**src/rtl/taillight_pkg.sv**
```systemverilog
// Shared types for the tail-light tile: FSM state encoding and sweep-mode values.
package taillight_pkg;

  typedef enum logic [1:0] {
    IDLE   = 2'd0,
    SEQ_L  = 2'd1,
    SEQ_R  = 2'd2,
    HAZ_ON = 2'd3
  } state_e;

  localparam logic MODE_FILL  = 1'b0;
  localparam logic MODE_CHASE = 1'b1;

endpackage

```
**src/rtl/seq_taillight_ctrl_tick_gen.sv**
```systemverilog
// Free-running divider producing a one-clock step pulse every SYSTEM_FREQ/HZ clocks.
module tick_gen #(
  parameter int unsigned SYSTEM_FREQ = 6250,
  parameter int unsigned HZ          = 8
) (
  input  logic clk,
  input  logic reset_n,
  output logic tick
);

  localparam int unsigned CYCLES = SYSTEM_FREQ / HZ;
  localparam int unsigned CNT_W  = (CYCLES > 1) ? $clog2(CYCLES) : 1;
  localparam int unsigned LAST   = CYCLES - 32'd1;

  logic [CNT_W-1:0] cnt_q;
  logic [CNT_W-1:0] cnt_d;
  logic             at_last_s;

  // Terminal count is compared at 32 bits so CYCLES-1 is never truncated.
  assign at_last_s = (32'(cnt_q) == LAST);
  assign tick      = at_last_s;

  always_comb begin
    cnt_d = cnt_q + CNT_W'(1);
    if (at_last_s) begin
      cnt_d = '0;
    end else begin
      cnt_d = cnt_q + CNT_W'(1);
    end
  end

  always_ff @(posedge clk or negedge reset_n) begin
    if (!reset_n) begin
      cnt_q <= '0;
    end else begin
      cnt_q <= cnt_d;
    end
  end

endmodule

```
**src/rtl/seq_taillight_ctrl.sv**
```systemverilog
// Tail-light sequencer: turn sweeps (fill/chase), hazard flash and brake overlay
// for LAMPS lamps per side, stepping at the tick_gen rate.
module seq_taillight_ctrl
  import taillight_pkg::*;
#(
  parameter int unsigned LAMPS       = 3,
  parameter int unsigned SYSTEM_FREQ = 6250,
  parameter int unsigned HZ          = 8
) (
  input  logic             clk,
  input  logic             reset_n,
  input  logic             left,
  input  logic             right,
  input  logic             haz,
  input  logic             brake,
  input  logic             mode,
  output logic [LAMPS-1:0] lights_l,
  output logic [LAMPS-1:0] lights_r,
  output logic             busy
);

  localparam int unsigned     KW     = $clog2(LAMPS + 1);
  localparam logic [LAMPS-1:0] ALL_ON = '1;

  state_e          state_q;
  state_e          state_d;
  logic [KW-1:0]   k_q;
  logic [KW-1:0]   k_d;
  logic            mode_q;
  logic            mode_d;
  logic            haz_phase_q;
  logic            haz_phase_d;
  logic            tick_s;
  logic            haz_req_s;
  logic [LAMPS-1:0] sweep_s;
  logic [LAMPS-1:0] brake_s;

  tick_gen #(
    .SYSTEM_FREQ(SYSTEM_FREQ),
    .HZ         (HZ)
  ) u_tick_gen (
    .clk    (clk),
    .reset_n(reset_n),
    .tick   (tick_s)
  );

  // Active-side pattern for step k (1..LAMPS); k = 0 lights nothing.
  function automatic logic [LAMPS-1:0] sweep_pattern(input logic [KW-1:0] k,
                                                     input logic          chase);
    logic [LAMPS-1:0] p;
    p = '0;
    for (int i = 0; i < int'(LAMPS); i++) begin
      if (chase == MODE_CHASE) begin
        p[i] = ((i + 1) == int'(k));
      end else begin
        p[i] = (i < int'(k));
      end
    end
    return p;
  endfunction

  assign haz_req_s = haz | (left & right);

  always_comb begin
    state_d     = state_q;
    k_d         = k_q;
    mode_d      = mode_q;
    haz_phase_d = haz_phase_q;
    if (tick_s) begin
      haz_phase_d = 1'b0;
      case (state_q)
        IDLE: begin
          if (haz_req_s) begin
            state_d = HAZ_ON;
            k_d     = '0;
          end else if (left) begin
            state_d = SEQ_L;
            k_d     = KW'(1);
            mode_d  = mode;
          end else if (right) begin
            state_d = SEQ_R;
            k_d     = KW'(1);
            mode_d  = mode;
          end else begin
            state_d = IDLE;
          end
        end
        SEQ_L, SEQ_R: begin
          if (haz) begin
            state_d = HAZ_ON;
            k_d     = '0;
          end else if (k_q < KW'(LAMPS)) begin
            k_d = k_q + KW'(1);
          end else begin
            state_d = IDLE;
            k_d     = '0;
          end
        end
        HAZ_ON: begin
          // Off-phase is dark only while the hazard request is still held.
          state_d     = IDLE;
          k_d         = '0;
          haz_phase_d = haz_req_s;
        end
        default: begin
          state_d = IDLE;
          k_d     = '0;
        end
      endcase
    end else begin
      state_d = state_q;
    end
  end

  always_ff @(posedge clk or negedge reset_n) begin
    if (!reset_n) begin
      state_q     <= IDLE;
      k_q         <= '0;
      mode_q      <= MODE_FILL;
      haz_phase_q <= 1'b0;
    end else begin
      state_q     <= state_d;
      k_q         <= k_d;
      mode_q      <= mode_d;
      haz_phase_q <= haz_phase_d;
    end
  end

  assign sweep_s = sweep_pattern(k_q, mode_q);
  assign brake_s = brake ? ALL_ON : '0;

  // Brake is live so the overlay responds without waiting for a tick.
  always_comb begin
    lights_l = '0;
    lights_r = '0;
    busy     = 1'b0;
    if (!reset_n) begin
      lights_l = '0;
      lights_r = '0;
      busy     = 1'b0;
    end else begin
      busy = (state_q != IDLE);
      case (state_q)
        IDLE: begin
          if (haz_phase_q) begin
            lights_l = '0;
            lights_r = '0;
          end else begin
            lights_l = brake_s;
            lights_r = brake_s;
          end
        end
        SEQ_L: begin
          lights_l = sweep_s;
          lights_r = brake_s;
        end
        SEQ_R: begin
          lights_l = brake_s;
          lights_r = sweep_s;
        end
        HAZ_ON: begin
          lights_l = ALL_ON;
          lights_r = ALL_ON;
        end
        default: begin
          lights_l = '0;
          lights_r = '0;
        end
      endcase
    end
  end

endmodule

```
**config.mk**
```make
export PLATFORM = sky130hd
export DESIGN_NAME = seq_taillight_ctrl
export DESIGN_NICKNAME = d
export VERILOG_FILES = /design/src/rtl/taillight_pkg.sv /design/src/rtl/seq_taillight_ctrl_tick_gen.sv /design/src/rtl/seq_taillight_ctrl.sv
export SDC_FILE = /design/constraint.sdc
export NUM_CORES = 1
export LEC_CHECK = 0
export CAP_MARGIN = 20
export CORE_ASPECT_RATIO = 1.4
export CORE_MARGIN = 1
export CORE_UTILIZATION = 54
export CTS_BUF_LIST = sky130_fd_sc_hd__clkbuf_8 sky130_fd_sc_hd__clkbuf_16
export DETAILED_ROUTE_END_ITERATION = 12
export GPL_TIMING_DRIVEN = 0
export HOLD_SLACK_MARGIN = 0.1
export PLACE_DENSITY_LB_ADDON = 0.1
export SETUP_SLACK_MARGIN = 0.4
export SLEW_MARGIN = 20
export SYNTH_ARGS = -nofsm -noshare
export SYNTH_HDL_FRONTEND = slang
export SYNTH_SLANG_ARGS = --single-unit
export TNS_END_PERCENT = 10
```
**constraint.sdc**
```tcl
create_clock -name clk -period 2.5 [get_ports clk]
set_clock_uncertainty 0.15 [all_clocks]
set_input_delay 0.5 -clock clk [delete_from_list [all_inputs] [get_ports clk]]
set_output_delay 0.5 -clock clk [all_outputs]
set_load 0.005 [all_outputs]
```
After elaboration in Yosys (flattened, before gate mapping)
Index checks and enable logic that the tools add are counted.
W data, S select, Z words.
- register bits after elaboration: 16
- input port bits: 7
- output and inout bits: 7
- logic and storage cells: 56
- add/subtract/negate cells: 2
- magnitude comparators: 4
- eq/ne operators: 9
- mux-type cells: 26
- bitwise gates (word level): 3
- reductions and logical operators: 7
- operator list (operator ; count):
    $pmux W3 S4 ; 2
    $mux W2 ; 10
    $mux W3 ; 4
    $pmux W2 S3 ; 2
    $add A10 B1 Y10 const B ; 1
    $eq A10 B10 Y1 const B ; 1
    $mux W10 ; 1
    $mux W1 ; 7
    $eq A2 B2 Y1 const A ; 2
    $eq A2 B2 Y1 const B ; 2
    $lt A1 B2 Y1 const A ; 2
    $ne A4 B4 Y1 const B ; 1
    $reduce_and A2 Y1 ; 2
    $reduce_and A4 Y1 ; 1
    $reduce_bool A2 Y1 ; 2
    $ne A3 B3 Y1 const B ; 1
    $add A2 B1 Y2 const B ; 1
    $eq A1 B2 Y1 const A ; 1
    $eq A2 B1 Y1 const B ; 1
    $logic_not A2 Y1 ; 1
    $lt A2 B2 Y1 const A ; 1
    $lt A2 B2 Y1 const B ; 1
    $reduce_or A2 Y1 ; 1
    $and A1 B1 Y1 ; 1
    other kinds (2) ; 2

Depth between registers and ports, before layout
Gate-level depths: netlist of run 1.
- depth in word-level cells: 4
- gate-level depth with buffers: 5
- depth with buffers taken out: 5

Modules after synthesis
Synthesis of run 1 repeated with hierarchy kept, for this count alone.
- cell total of the unflattened synthesis: 108
- area total of the unflattened synthesis: 1067.3 um^2
- modules (own cells, without submodules) (module ; instances ; cells an instance ; area each (um^2)):
    seq_taillight_ctrl ; 1 ; 62 ; 561.8
    tick_gen ; 1 ; 46 ; 505.5

Least setup slack after synthesis of run 1
OpenSTA, ideal clock, no wires.
- kind: register to output
- start point: register state_q[0]
- end point: output port lights_l[0]
- data arrival time: 1306 ps
- setup slack: 544 ps
- cell stages (with the launch flop): 6
- cells stage by stage: dfrtp_1 > inv_1 > ha_1 > inv_1 > o21ai_0 > a21oi_1
- word-level cells in the longest chain between the ends: 3
- elaborated cells on any way between the ends: 6
- classes of those cells: 3 x eq/ne; 2 x mux; 1 x reduce/logical
- ends and longest elaborated chain (element ; RTL line ; RTL):
    from (decl) ; seq_taillight_ctrl.sv:25 ; state_e state_q;
    from (signal assigned) ; seq_taillight_ctrl.sv:122 ; state_q <= state_d;
    $eq A2 B2 Y1, or another cell as far along ; seq_taillight_ctrl.sv:143 ; case (state_q)
    $pmux W3 S4 (*) ; seq_taillight_ctrl.sv:143 ;
    $mux W3 (*) ; seq_taillight_ctrl.sv:137 ; if (!reset_n) begin
    to (decl) ; seq_taillight_ctrl.sv:17 ; output logic [LAMPS-1:0] lights_l,
Mark *: on every way between the ends. The rest lies on a longest branch, timed or not.

Final worst setup path of run 1
- start point: register state_q[1]
- end point: output port lights_r[2]
- word-level cells in the longest chain between the ends: 3
- elaborated cells on any way between the ends: 6
- classes of those cells: 3 x eq/ne; 2 x mux; 1 x reduce/logical
- ends and longest elaborated chain (element ; RTL line ; RTL):
    $eq A2 B2 Y1, or another cell as far along ; seq_taillight_ctrl.sv:143 ;
    $pmux W3 S4 (*) ; seq_taillight_ctrl.sv:143 ;
    $mux W3 (*) ; seq_taillight_ctrl.sv:137 ;
    to (decl) ; seq_taillight_ctrl.sv:18 ; output logic [LAMPS-1:0] lights_r,
Marked as above.

==> results of run 1 <==
==> repair_timing <==
action / 4_1_cts / 5_1_grt
endpoints found under the hold margin: 16 / 0
pin swaps: 4 / 6
resized for setup: 33 / 18
hold buffers: 1 / 0
buffers inserted: 13 / 4
setup endpoints to repair: 7 / 7
==> path summary, 6_finish.rpt <==
check                                          from                   to  slack [ns]
worst min-delay path            u_tick_gen.cnt_q[6]  u_tick_gen.cnt_q[6]        0.37
worst max register to register           state_q[1]           state_q[1]        0.48
worst max-delay path                     state_q[1]          lights_r[2]        0.29
max in group asynchronous                   reset_n               k_q[1]        0.93
min in group asynchronous                   reset_n               mode_q        0.77
worst min register to register  u_tick_gen.cnt_q[6]  u_tick_gen.cnt_q[6]        0.37
==> area by class of cell <==
cell class	instances	area, um2
Buffer	1	5.00
Tap cell	20	25.0
Timing Repair Buffer	31	243
Inverter	7	26.3
Multi-Input combinational cell	85	748
Sequential cell	16	402
Clock buffer	4	55.1
Fill cell	100	343
==> cells in the final DEF, fill, tap and decap left out, types with 2 or more instances in the layout <==
cell             count
buf_2                3
dfrtp_1             15
nor4_2               2
nor2_1               7
ha_4                 2
buf_6                2
nor2b_1              6
nor3b_1              2
inv_2                3
a211oi_4             2
xnor2_1              2
inv_1                4
mux2i_1              3
clkdlybuf4s50_1      4
a21oi_1              7
xor2_1               5
mux2_1               3
a21oi_2              2
nand4_1              2
nand2_1              6
buf_4               15
clkbuf_8             4
o21ai_0              3
nand3_1              5
ha_1                 7
clkbuf_2             5
a21boi_0             2
ha_2                 2
==> report_power, final <==
part / leakage, uW / switching (uW) / internal (uW)
combinational: 0.000452 / 23.2 / 22.1
clock: 0.0000288 / 82.4 / 140
sequential: 0.000207 / 0 / 259
==> logic make-up (layout without fill, tap and decap cells) <==
family / after synthesis / count (layout) / share of synthesized area
adders and majority gates: 11 / 11 / 0.125
buffers and inverters: 8 / 43 / 0.0285
muxes: 7 / 7 / 0.0683
and+or+nand+nor: 40 / 40 / 0.253
DFF: 16 / 16 / 0.364
AOI/OAI and AO/OA: 20 / 20 / 0.105
xor gates and xnor gates: 7 / 7 / 0.0558
==> state kept, by name, indices dropped and copies added, names as in the netlist <==
| register | flops |
|---|---|
| u_tick_gen.cnt_q | 10 |
| mode_q | 1 |
| state_q | 2 |
| k_q | 2 |
| haz_phase_q | 1 |
==> routing by layer <==
metal  vias to the layer above  wire length, um
met1                       488              972
met3                        16              120
li1                        454                -
met4                         0              114
met5                         -                0
met2                        34             1620
==> stage by stage <==
step / hold WS (ns) / area (um2) / std cells / power, uW
floorplan: 0.0544 / 1100 / 109 / 275
global placement: 0.322 / 1250 / 142 / 303
detailed placement: 0.340 / 1250 / 142 / 304
CTS: 0.367 / 1480 / 160 / 533
global route: 0.401 / 1500 / 164 / 552
finish: 0.367 / 1500 / 164 / 526
==> impl_results.md, run 1 <==
- Final period util: 0.886
- Share of cells above drive strength 1: 0.354
- Setup ws final: 0.286 ns
- Worst path cell trace: inv_2 -> ha_4 -> buf_4 -> a211oi_4 -> a21oi_1 -> buf_2
- Synth cell count leaders: dfrtp_1 (16), ha_1 (11), a21oi_1 (9)
- # rows: 18
- Power Density: 350 mW/mm2
- Setup TNS: 0 ns
- Antenna cells: 0
- Hold Path Depth: 1
- Die height: 55.4 um
- Most used DFF post-synth: dfrtp_1
- Reg2Reg Depth: 7
- EDFF count, synth: 0
- # DRC: 0
- Setup violators final: 0
- Share of the synthesized area in the top cell type: 0.364
- Period minus WS final: 2.21 ns
- Post-synth top area cell: dfrtp_1
- Worst EP arrival: 1.56 ns
- Total gr overflow: 0
- Count of pins over their slew limit: 0
- Initial antenna violation count: 0
- ANT nets after route: 0
- Worst setup SP type: flip-flop
- Met3 usage in global routing: 0.0643
- Critical Path Fanout Max: 4
- Synth unique cells: 31
- Synth top area cells: dfrtp_1 (36%), ha_1 (13%), a21oi_1 (4.1%)
- Synthesized instance count: 109
- Crit path max-delay family: flip-flops
- Worst Path Required: 1.85 ns
- Largest net degree at the start of global routing: 17
- Asr flop ratio synth: 1.00
- Warnings, synthesis: 0
- Count leader, synth: dfrtp_1
- Floorplan core area: 0.00185 mm2
- CP max-delay cell: dfrtp_1
- Leakage: 0.000688 uW
- TritonCTS buffer count: 3
- Die Area: 0.00222 mm2
- Global routing usage on met2: 0.495
- Gr usage total: 0.277
- Nets: 163
- Maximum VDD drop: 0.336 mV
- Clk sink count: 16
- Synth Register Bits: 16
- First-pass DRT Iterations: 4
- Vias after detailed routing: 992
- Synth Cell Area: 0.00110 mm2
- GR Util met1: 0.257
- Drt wl/cell: 17.2 um
- Die width: 40.1 um
- Avg Cell Area, Syn: 10.1 um2
- Worst setup EP type: primary output
- Num ports: 14
- Synth Net Count: 127
- Run status: finished, final reports clean
- Clk pin slew, worst setup/hold paths: 0.06 ns
- Pre-CTS setup slack: -0.834 ns
- CTS tree: done
- Final Routed Wirelength: 2.83 mm
- Worst skew pair latency: 0.25 ns
- Fmax: 452 MHz
- Via density: 6.05
- Slew @ Worst Pin: 0.727 ns
- Layer with the highest usage: met2
- First-pass GRT wire length: 4.20 mm
- Detail Placement HPWL: 1.62 mm
- Port-buffer cells: 13
- CTS Buffer Depth: 2
- Final Util: 0.814
- Fin. Hold Viols: 0
- H-tree depth: 1
- CP peak stage delay: 0.43 ns
- CP Class: flip-flop to primary output
- Worst Hold Class: flip-flop to flip-flop
- RSZ-0062 raised after global routing: true
- CTS root buffer: clkbuf_8
- Vias in the first global route: 1004
- Initial Utilization: 0.595
- Starting DRC count in detailed routing: 21
- Stages on worst setup path: 6
- Buffers & Inverters on Critical Path: 3
- Max_slew headroom: 0.514
- Sequential cell area fraction in the yosys report: 0.364
- Placer congestion estimate: 0.818
- Area growth, synth to finish: 36.9%
- MaxCap Viol Count: 0
Power figures use the tool's default switching activity.
==> run 2: changes to the inputs <==
Settings changed: RECOVER_POWER set to 25.
==> run 2 against run 1 <==
Effect of this change: register-to-register slack hardly changed; design area hardly changed; hold slack stayed put; count of clock-buffer cells in the layout stayed put; global-route usage stayed put; cell count stayed put; clock power hardly changed; fmax hardly changed; via count is 0.10% lower; die area stayed put; critical path type unchanged; critical endpoint unchanged.
==> impl_results.md, run 2 (same netlist as run 1, synthesis figures left out) <==
- Gr usage total: 0.277
- Drt wl/cell: 17.2 um
- Nets: 163
- RSZ-0062 raised after global routing: true
- CP Class: flip-flop to primary output
- Via density: 6.04
- Power Density: 350 mW/mm2
- Critical Path Fanout Max: 4
- Antenna cells: 0
- Setup ws final: 0.287 ns
- Slew @ Worst Pin: 0.727 ns
- Area growth, synth to finish: 36.8%
- Worst Hold Class: flip-flop to flip-flop
- Max FFs per register: 10
- Period minus WS final: 2.21 ns
- Placer congestion estimate: 0.818
- Reg2Reg Depth: 7
- Vias in the first global route: 1004
- Stages on worst setup path: 6
- CTS root buffer: clkbuf_8
- # rows: 18
- Hold Path Depth: 1
- MaxCap Viol Count: 0
- ANT nets after route: 0
- Worst Path Required: 1.85 ns
- Pre-CTS setup slack: -0.834 ns
- Final period util: 0.885
- Max_slew headroom: 0.514
- Setup TNS: 0 ns
- Num ports: 14
- Fmax: 452 MHz
- Post-Place Cell Area: 0.00125 mm2
- Worst EP arrival: 1.56 ns
- Maximum VDD drop: 0.336 mV
- Total gr overflow: 0
- Clk pin slew, worst setup/hold paths: 0.06 ns
- TritonCTS buffer count: 3
- Share of cells above drive strength 1: 0.347
- CP peak stage delay: 0.43 ns
- Worst path cell trace: inv_2 -> ha_4 -> buf_4 -> a211oi_4 -> a21oi_1 -> buf_2
- H-tree depth: 1
- Cell area after layout: 0.00150 mm2
- # DRC: 0
- Initial antenna violation count: 0
- Setup violators final: 0
- CTS Buffer Depth: 2
- Floorplan core area: 0.00185 mm2
- Final Routed Wirelength: 2.82 mm
- Largest registers: u_tick_gen.cnt_q: 10 flops, k_q: 2 flops, state_q: 2 flops
- Count of pins over their slew limit: 0
- Largest net degree at the start of global routing: 17
- First-pass GRT wire length: 4.20 mm
- Buffers & Inverters on Critical Path: 3
- First-pass DRT Iterations: 4
- Worst setup SP type: flip-flop
- Fin. Hold Viols: 0
- Most frequent cells in the layout: dfrtp_1 (15), buf_4 (15), a21oi_1 (7), nor2_1 (7), ha_1 (7)
- Leakage: 0.000686 uW
- Port-buffer cells: 13
- Run status: finished, final reports clean
- Initial Utilization: 0.595
- Worst skew pair latency: 0.25 ns
- Detail Placement HPWL: 1.62 mm
- Worst setup EP type: primary output
- Clk sink count: 16
- Vias after detailed routing: 991
- CTS tree: done
- Final Util: 0.814
- Die width: 40.1 um
- Crit path max-delay family: flip-flops
- Die Area: 0.00222 mm2
- Die height: 55.4 um
- CP max-delay cell: dfrtp_1
- Largest Register: u_tick_gen.cnt_q
- Starting DRC count in detailed routing: 21
run 2: changes by cell type in the layout (fill, tap and decap cells not counted):
| cell | change |
|---|---|
| clkbuf_1 | +1 |
| buf_2 | -1 |
run 2: layout make-up:
class                           count  area (um2)
Buffer                              1        5.00
Clock buffer                        4        55.1
Fill cell                         101         344
Inverter                            7        26.3
Multi-Input combinational cell     85         748
Sequential cell                    16         402
Tap cell                           20        25.0
Timing Repair Buffer               31         241
run 2: worst register-to-register path, stage by stage, from the launching register on:
cell,delay [ns]
dfrtp_1,0.43
inv_2,0.11
buf_4,0.15
buf_4,0.13
ha_1,0.30
nor3b_1,0.17
nor4_2,0.29
mux2i_1,0.23
run 2: final timing paths:
path	from	endpoint	slack (ns)
worst max-delay path	state_q[1]	lights_r[2]	0.29
worst min-delay path	u_tick_gen.cnt_q[6]	u_tick_gen.cnt_q[6]	0.37
worst max register to register	state_q[1]	state_q[1]	0.48
worst min register to register	u_tick_gen.cnt_q[6]	u_tick_gen.cnt_q[6]	0.37
max in group asynchronous	reset_n	k_q[1]	0.83
min in group asynchronous	reset_n	mode_q	0.86
run 2: through the flow:
stage          hold WS (ns)  power (uW)  cells
6_report              0.367         525    164
5_1_grt               0.401         552    164
4_1_cts               0.367         533    160
3_5_place_dp          0.340         304    142
3_3_place_gp          0.322         303    142
2_1_floorplan        0.0544         275    109
run 2: per-layer routing:
metal / wire, um / GRT usage
met5: 0 / 0
met4: 114 / 0.153
met3: 116 / 0.0643
met2: 1610 / 0.495
met1: 977 / 0.257
run 2: report_power, final:
group / total [uW] / switching, uW / leakage, uW / internal (uW)
registers: 259 / 0 / 0.000207 / 259
clock network: 221 / 81.8 / 0.0000288 / 139
logic: 45.0 / 23.2 / 0.000449 / 21.9
total: 525 / 105 / 0.000686 / 420
run 2: timing repair:
item,CTS,global route
resized for setup,33,18
hold buffers,1,0
endpoints found under the setup margin,7,7
endpoints found under the hold margin,16,0
pin swaps,4,6
buffers inserted,13,4
